**src/rtl/seg_sequence_decoder.sv**
```systemverilog
// Seven-segment sequence decoder: debounces an active-low segment bus and decodes digits.
// It also checks that accepted digits follow the counting order 0..MAX_DIGIT, wrapping to 0.
module seg_sequence_decoder #(
  parameter int STABLE_CYCLES = 4,
  parameter int MAX_DIGIT     = 9
) (
  input  logic       clk,
  input  logic       rst,
  input  logic [6:0] seg,
  output logic [3:0] digit,
  output logic       valid,
  output logic       invalid,
  output logic       upd,
  output logic       seq_err,
  output logic       fault,
  output logic [7:0] step_count
);

  localparam logic [6:0] BLANK    = 7'b1111111;
  localparam logic [7:0] STABLE_N = 8'(STABLE_CYCLES);
  localparam logic [3:0] MAX_D    = 4'(MAX_DIGIT);
  localparam logic [3:0] NO_DIGIT = 4'hF;

  typedef enum logic [1:0] {IDLE, TRACK, FAULT} state_t;

  function automatic logic [3:0] seg_decode(input logic [6:0] s);
    case (s)
      7'b1000000: return 4'd0;
      7'b1111001: return 4'd1;
      7'b0100100: return 4'd2;
      7'b0110000: return 4'd3;
      7'b0011001: return 4'd4;
      7'b0010010: return 4'd5;
      7'b0000010: return 4'd6;
      7'b1111000: return 4'd7;
      7'b0000000: return 4'd8;
      7'b0010000: return 4'd9;
      default:    return NO_DIGIT;
    endcase
  endfunction

  function automatic logic [7:0] sat_inc(input logic [7:0] v);
    return (v == 8'hFF) ? v : v + 8'd1;
  endfunction

  // Stage p0: input register; vld_p0 marks that seg_p0 holds a post-reset sample
  logic [6:0] seg_p0;
  logic [6:0] seg_p1;
  logic       vld_p0;

  always_ff @(posedge clk) begin
    seg_p0 <= seg;
    seg_p1 <= seg_p0;
  end

  always_ff @(posedge clk or posedge rst) begin
    if (rst) vld_p0 <= 1'b0;
    else     vld_p0 <= 1'b1;
  end

  // Stage p1: stability count and acceptance
  logic [7:0] cnt_p1;
  logic [7:0] cnt_nxt;
  logic [6:0] acc_p1;
  logic       same_p0;
  logic       accept;

  always_comb begin
    same_p0 = (cnt_p1 != 8'd0) && (seg_p0 == seg_p1);
    cnt_nxt = 8'd0;
    if (vld_p0) begin
      if (!same_p0)                cnt_nxt = 8'd1;
      else if (cnt_p1 == STABLE_N) cnt_nxt = cnt_p1;
      else                         cnt_nxt = cnt_p1 + 8'd1;
    end
    accept = vld_p0 && (cnt_nxt == STABLE_N) && (seg_p0 != acc_p1);
  end

  always_ff @(posedge clk or posedge rst) begin
    if (rst) begin
      cnt_p1 <= 8'd0;
      acc_p1 <= BLANK;
    end else begin
      cnt_p1 <= cnt_nxt;
      if (accept) acc_p1 <= seg_p0;
    end
  end

  // Stage p2: decode, sequence FSM and registered outputs
  state_t     state, state_n;
  logic [3:0] last, last_n;
  logic [3:0] dec_d;
  logic [3:0] exp_d;
  logic       is_blank;
  logic       is_legal;
  logic       err_n;
  logic [7:0] step_n;

  always_comb begin
    dec_d    = seg_decode(seg_p0);
    is_blank = (seg_p0 == BLANK);
    is_legal = (dec_d != NO_DIGIT) && (dec_d <= MAX_D);
    exp_d    = (last == MAX_D) ? 4'd0 : last + 4'd1;
    state_n  = state;
    last_n   = last;
    err_n    = 1'b0;
    step_n   = step_count;
    if (accept) begin
      case (state)
        IDLE: begin
          if (is_legal) begin
            state_n = TRACK;
            last_n  = dec_d;
          end
        end
        TRACK: begin
          if (is_legal && dec_d == exp_d) begin
            step_n = sat_inc(step_count);
            last_n = dec_d;
          end else if (is_blank) begin
            state_n = IDLE;
          end else begin
            err_n   = 1'b1;
            state_n = FAULT;
          end
        end
        FAULT: begin
          if (is_blank) state_n = IDLE;
        end
        default: state_n = IDLE;
      endcase
    end
  end

  always_ff @(posedge clk or posedge rst) begin
    if (rst) begin
      state      <= IDLE;
      last       <= 4'd0;
      digit      <= 4'd0;
      valid      <= 1'b0;
      invalid    <= 1'b0;
      upd        <= 1'b0;
      seq_err    <= 1'b0;
      step_count <= 8'd0;
    end else begin
      state      <= state_n;
      last       <= last_n;
      upd        <= accept;
      seq_err    <= err_n;
      step_count <= step_n;
      if (accept) begin
        if (is_legal) begin
          digit   <= dec_d;
          valid   <= 1'b1;
          invalid <= 1'b0;
        end else if (is_blank) begin
          valid   <= 1'b0;
          invalid <= 1'b0;
        end else begin
          valid   <= 1'b0;
          invalid <= 1'b1;
        end
      end
    end
  end

  assign fault = (state == FAULT);

endmodule

```
**config.mk**
```make
export PLATFORM = sky130hd
export DESIGN_NAME = seg_sequence_decoder
export DESIGN_NICKNAME = d
export VERILOG_FILES = /design/src/rtl/seg_sequence_decoder.sv
export SDC_FILE = /design/constraint.sdc
export NUM_CORES = 1
export LEC_CHECK = 0
export CAP_MARGIN = 20
export CELL_PAD_IN_SITES_DETAIL_PLACEMENT = 0
export CELL_PAD_IN_SITES_GLOBAL_PLACEMENT = 2
export CORE_UTILIZATION = 38
export CTS_BUF_LIST = sky130_fd_sc_hd__clkbuf_4 sky130_fd_sc_hd__clkbuf_8
export DETAILED_ROUTE_END_ITERATION = 6
export MAX_ROUTING_LAYER = met4
export PLACE_DENSITY = 0.86
export SLEW_MARGIN = 30
export SYNTH_ARGS = -nofsm -noshare
export SYNTH_HDL_FRONTEND = slang
export SYNTH_SLANG_ARGS = --single-unit
```
**constraint.sdc**
```tcl
create_clock -name clk -period 3.14 [get_ports clk]
set_input_delay 0.628 -clock clk [delete_from_list [all_inputs] [get_ports clk]]
set_output_delay 0.628 -clock clk [all_outputs]
set_load 0.05 [all_outputs]
```
## Word level (Yosys, flattened, before mapping)

Cells that the tools add are included.

| storage, ports and cells | value |
|---|---|
| bits in read-only memories | 0 |
| memories | 0 |
| output and inout bits | 17 |
| bits in writable memories | 0 |
| register bits | 52 |
| bits in latches | 0 |

| cells by class | value |
|---|---|
| bitwise gates (word level) | 1 |
| div/mod/pow operators | 0 |
| shift operators | 0 |
| add/sub/neg operators | 3 |
| reduce and logical (&&, ||, !) cells | 13 |
| eq/ne operators | 24 |
| mux-type cells | 19 |
| $mul | 0 |
| $lt $le $gt $ge | 1 |

Operator list:

| operator | count |
|---|---|
| 4-bit case mux with 10 select lines | 1 |
| 7-bit equality test (second input constant) | 4 |
| 8-bit 2-to-1 mux | 3 |
| 7-bit by 5-bit equality test with 1-bit output (second input constant) | 3 |
| 8-bit by 1-bit adder with 8-bit output (second input constant) | 2 |
| 8-bit by 3-bit equality test with 1-bit output (second input constant) | 2 |
| 7-bit by 6-bit equality test with 1-bit output (second input constant) | 2 |
| 4-bit 2-to-1 mux | 3 |
| 4-bit AND reduction | 3 |
| 8-bit equality test (second input constant) | 1 |
| 2-bit 2-to-1 mux | 4 |
| 4-bit case mux with 2 select lines | 1 |
| 8-bit nonzero test | 1 |
| 7-bit by 2-bit equality test with 1-bit output (second input constant) | 1 |
| 7-bit equality test | 1 |
| 7-bit zero test | 1 |
| 7-bit != test | 1 |
| 1-bit 2-to-1 mux | 6 |
| 2-bit != test (second input constant) | 3 |
| 2-bit case mux with 3 select lines | 1 |
| 1-bit logical AND | 5 |
| 4-bit by 1-bit adder with 4-bit output (second input constant) | 1 |
| 4-bit equality test | 1 |
| 4-bit equality test (second input constant) | 1 |
| other kinds (9) | 9 |

## Depth between registers and ports, before layout

Gate-level depths: netlist (run 1).

| logic depth | value |
|---|---|
| word-level depth | 8 |
| depth in mapped cells | 10 |
| gate-level depth less buffers | 9 |

## Worst setup path after synthesis (run 1)

No wires, ideal clock.

| timing path | value |
|---|---|
| path type | register -> register |
| from | register cnt_p1[3] |
| to | register digit[1] |
| slack | 567 ps |
| arrival | 2446 ps |
| library setup time | 128 ps |
| cell stages (with the launch flop) | 9 |
| cell sequence | dfrtp_1 buf_6 or3_4 or3_4 a221oi_4 o2111ai_1 buf_2 nor2_4 mux2_1 |

| between the ends | value |
|---|---|
| word-level cells in the longest chain between the ends | 8 |
| elaborated cells on any way between the ends | 11 |

RTL lines:

| item | line | text |
|---|---|---|
| start, declared | 62 | `logic [7:0] cnt_p1;` |
| start signal, assigned | 84 | `cnt_p1 <= cnt_nxt;` |
| 8-bit by 1-bit adder with 8-bit output, or another cell as far along | 74 | `else cnt_nxt = cnt_p1 + 8'd1;` |
| 8-bit 2-to-1 mux / 1-bit logical AND (equally long branches) | 73, 69 |  |
| 8-bit 2-to-1 mux * | 72 | `if (!same_p0) cnt_nxt = 8'd1;` |
| 8-bit 2-to-1 mux * | 71 | `if (vld_p0) begin` |
| 8-bit by 3-bit equality test with 1-bit output * | 76 | `accept = vld_p0 && (cnt_nxt == STABLE_N) && (seg_p0 != acc_p1);` |
| 1-bit logical AND * (2 in series) | 76 |  |
| 2-bit AND reduction (no source line) * | -- |  |
| end signal, assigned | 139 | `digit <= 4'd0;` |
| end signal, assigned | 153 | `digit <= dec_d;` |
| end, declared | 10 | `output logic [3:0] digit,` |

Mark *: on every way between the ends. The rest lies on a longest branch, timed or not.
A chain may end at the register's enable or synchronous reset.

## Worst setup path after layout (run 1)

Ends and elaborated chain as after synthesis.

==> impl_metrics.tcl, run 1 <==
set metrics [dict create \
    met3_usage_pct 3.602 \
    critPathMaxFanout 10 \
    synth_area_leader_cell "dfrtp_1" \
    syn_area_mm2 0.002768 \
    rsz0062_at_grt "no" \
    peakVddDrop_v 0.0001889 \
    vias 2012 \
    grt_pass1_wl_mm 9.839 \
    critPathArrivalTime_ns 2.95 \
    clk_latency_ns 0.31 \
    cts_buffer_depth 2 \
    r2r_setup_slack_ns 0.38 \
    syn_to_final_growth_pct 17.18 \
    maxCapViolations 0 \
    met2_usage_pct 25.43 \
    end_kind "register" \
    grt.overflow.total 0 \
    fin_nets 321 \
    cp_data_required_time_ns 3.33 \
    fp-row-count 30 \
    grt_max_degree 39 \
    ys_ff_latch 52 \
    drtIter0Drc 72 \
    leakage_nw 1.352 \
    viasPerCell 4.956 \
    fin_crit_ns 2.756 \
    clk_pin_slew_worst_paths_ns 0.10 \
    synth_area_leaders "dfrtp_1 28%, dfxtp_1 10%, dfstp_2 6.6%, xor2_1 4.7%, xnor2_1 4.4%" \
    criticalPathCategory "reg -> reg" \
    die_y_um 87.34 \
    status "finished clean" \
    root_buffer "clkbuf_8" \
    cts_tree "done" \
    yosysUniqueCellTypes 65 \
    yosysTopAreaCellShare_pct 28.03 \
    cp-startpoint "cnt_p1[3]" \
    reg2reg_to "digit[1]" \
    io_buffers 25 \
    wl_mm 5.612 \
    holdBufCountCts 0 \
    cts_setup_buffers 0 \
    setup_violations 0 \
    syn_avg_cell_area_um2 9.745 \
    tightest_slew_ns 0.6129 \
    rr_startpoint "cnt_p1[3]" \
    synthesis.nets 296 \
    drcViolationCount 0 \
    synthFlopType "dfrtp_1" \
    gr-usage-met1_pct 23.46 \
    io_pins 26 \
    core_mm2 0.006907 \
    place.gp.congestion 0.7742 \
    start_util_pct 40.07 \
    power.total_mw 1.249 \
    num-fill-cells 682 \
    die_w_um 87.34 \
    antenna_found_initial 0 \
    cts-htree-levels 2 \
    cts_buffers 5 \
    clkSinkCount 52 \
    die_area_mm2 0.007628 \
    firstDrtPassIters 4 \
    drive_above_1_share_pct 11.94 \
    wl_per_cell_um 13.82 \
    ys_warn_count 0 \
    grtUsageTotal_pct 17.23 \
    diodes 0 \
    r2r_cells 7 \
    detail-route-antenna-nets 0 \
    synth_edf_count 0 \
    final.period_utilization_pct 87.78 \
    finalMaxSlewViolations 0 \
    postSynthCellCount 284 \
    tns_ns 0 \
    endpoint "digit[1]" \
    post_cts_resized 0 \
    min_path_type "reg -> reg" \
    yosysSeqAreaShare_pct 44.80 \
    synthArstFlopShare_pct 73.08 \
    top_usage_layer "met2" \
    finalHoldViolCount 0 \
    dpl.hpwl_mm 4.079 \
    max_slew_margin_pct 58.82 \
    skew_ns 0.01078 \
    maxClockFrequency_ghz 0.3628 \
    startpoint_type "register" \
    power_density_mw_per_mm2 385.1 \
    grt_pass1_vias 2039 \
]
## cells by family (layout without fill, tap and decap cells)
family                   count (synthesis)  count (layout)  synth area share (%)
AND/OR/NAND/NOR                        117             117                 22.60
AO/OA/AOI/OAI                           45              45                 13.38
other                                    1               1                0.1355
buffers and inverters                   28              54                 4.430
multiplexers                             8               8                 3.300
flip-flops                              52              52                 44.80
XOR/XNOR                                30              30                 9.991
adder cells (fa/ha/maj)                  3               3                 1.356
## per-stage QoR
step / setup slack, ns / instance area [µm²] / hold slack, ns / instances / util, %
after global routing: 0.1867 / 3243 / 0.4555 / 406 / 46.96
final: 0.3836 / 3243 / 0.4264 / 406 / 46.96
after CTS: 0.3582 / 3243 / 0.4333 / 406 / 46.96
after floorplan: 0.5668 / 2768 / 0.3258 / 284 / -
after global placement: 0.3814 / 3128 / 0.4293 / 398 / 45.29
after detailed placement: 0.4094 / 3128 / 0.4196 / 398 / 45.29
## synthesized netlist by cell type, drive strengths merged (7+ instances only)
cell    number
xnor2       14
dfxtp       14
nor2        19
nand3       10
o21ai        8
xor2        15
nand2       32
dfstp        7
inv         12
clkbuf      10
dfrtp       31
nand2b       7
nand4        8
a21oi        7
nor3        14
## worst max-delay path, cell delays in order (launching register included)
cell and delay (ns):
dfrtp_1 0.48, or3_4 0.44, or3_4 0.40, a221oi_4 0.33, o2111ai_1 0.20, buf_4 0.24
nor2_4 0.21, mux2_1 0.34
## cells in the final DEF (no fill, tap or decap), drive strengths merged, types with 2 or more instances in the layout
cell / Yosys / final
a2111oi: 2 / 2
a211oi: 2 / 2
a21oi: 7 / 7
a2bb2oi: 2 / 2
a31oi: 4 / 4
and2: 5 / 5
and3: 5 / 5
and4: 2 / 2
buf: 6 / 9
clkbuf: 10 / 6
clkdlybuf4s50: 0 / 25
dfrtp: 31 / 31
dfstp: 7 / 7
dfxtp: 14 / 14
ha: 3 / 3
inv: 12 / 13
mux2: 6 / 6
mux2i: 2 / 2
nand2: 32 / 32
nand2b: 7 / 7
nand3: 10 / 10
nand4: 8 / 8
nor2: 19 / 19
nor2b: 3 / 3
nor3: 14 / 14
nor4: 3 / 3
o21a: 2 / 2
o21ai: 8 / 8
o2bb2ai: 2 / 2
o31ai: 3 / 3
or2: 3 / 3
or3: 2 / 2
xnor2: 14 / 14
xor2: 15 / 15
## report_power, final
| group | internal [mW] | leakage [nW] | switching, mW |
|---|---|---|---|
| Sequential | 0.678 | 0.619 | 0.0141 |
| Combinational | 0.0343 | 0.673 | 0.0425 |
| Clock | 0.250 | 0.0592 | 0.230 |
| Total | 0.962 | 1.35 | 0.287 |
## registers in the layout, summed over array words and instances, names as in the netlist
signal / count
acc_p1: 7
cnt_p1: 8
digit: 4
invalid: 1
last: 4
seg_p0: 7
seg_p1: 7
seq_err: 1
state: 2
step_count: 8
upd: 1
valid: 1
vld_p0: 1
## final cells by class
class / instances / area [µm²] / share of cell area, %
Clock buffer: 6 / 76.32 / 2.353
Sequential cell: 52 / 1240 / 38.23
Inverter: 12 / 45.04 / 1.389
Clock inverter: 2 / 38.79 / 1.196
Multi-Input combinational cell: 204 / 1405 / 43.33
Tap cell: 96 / 120.1 / 3.704
Timing Repair Buffer: 34 / 317.8 / 9.799
## per-layer routing
metal | routed length (µm) | part of all wire (%)
met1 | 2881 | 51
met2 | 2440 | 43
met3 | 192 | 3.4
met4 | 97 | 1.7
met5 | 0 | 0
## worst min-delay path by stage
stage | from | end | slack (ns) | depth (start not counted)
detailed placement | seg_p0[2] | seg_p1[2] | 0.42 | 0
CTS | seg_p0[2] | seg_p1[2] | 0.43 | 0
finish | seg_p0[2] | seg_p1[2] | 0.43 | 0
global placement | seg_p0[2] | seg_p1[2] | 0.43 | 0
global route | seg_p0[2] | seg_p1[2] | 0.46 | 0
floorplan | seg_p0[0] | seg_p1[0] | 0.33 | 0
(Power assumes the default switching activity.)
==> inputs of run 2 (changes only) <==
- SLEW_MARGIN: 30 -> 15
==> results of run 2 <==
The final DEF is identical to that of run 1; final timing and power are the same.
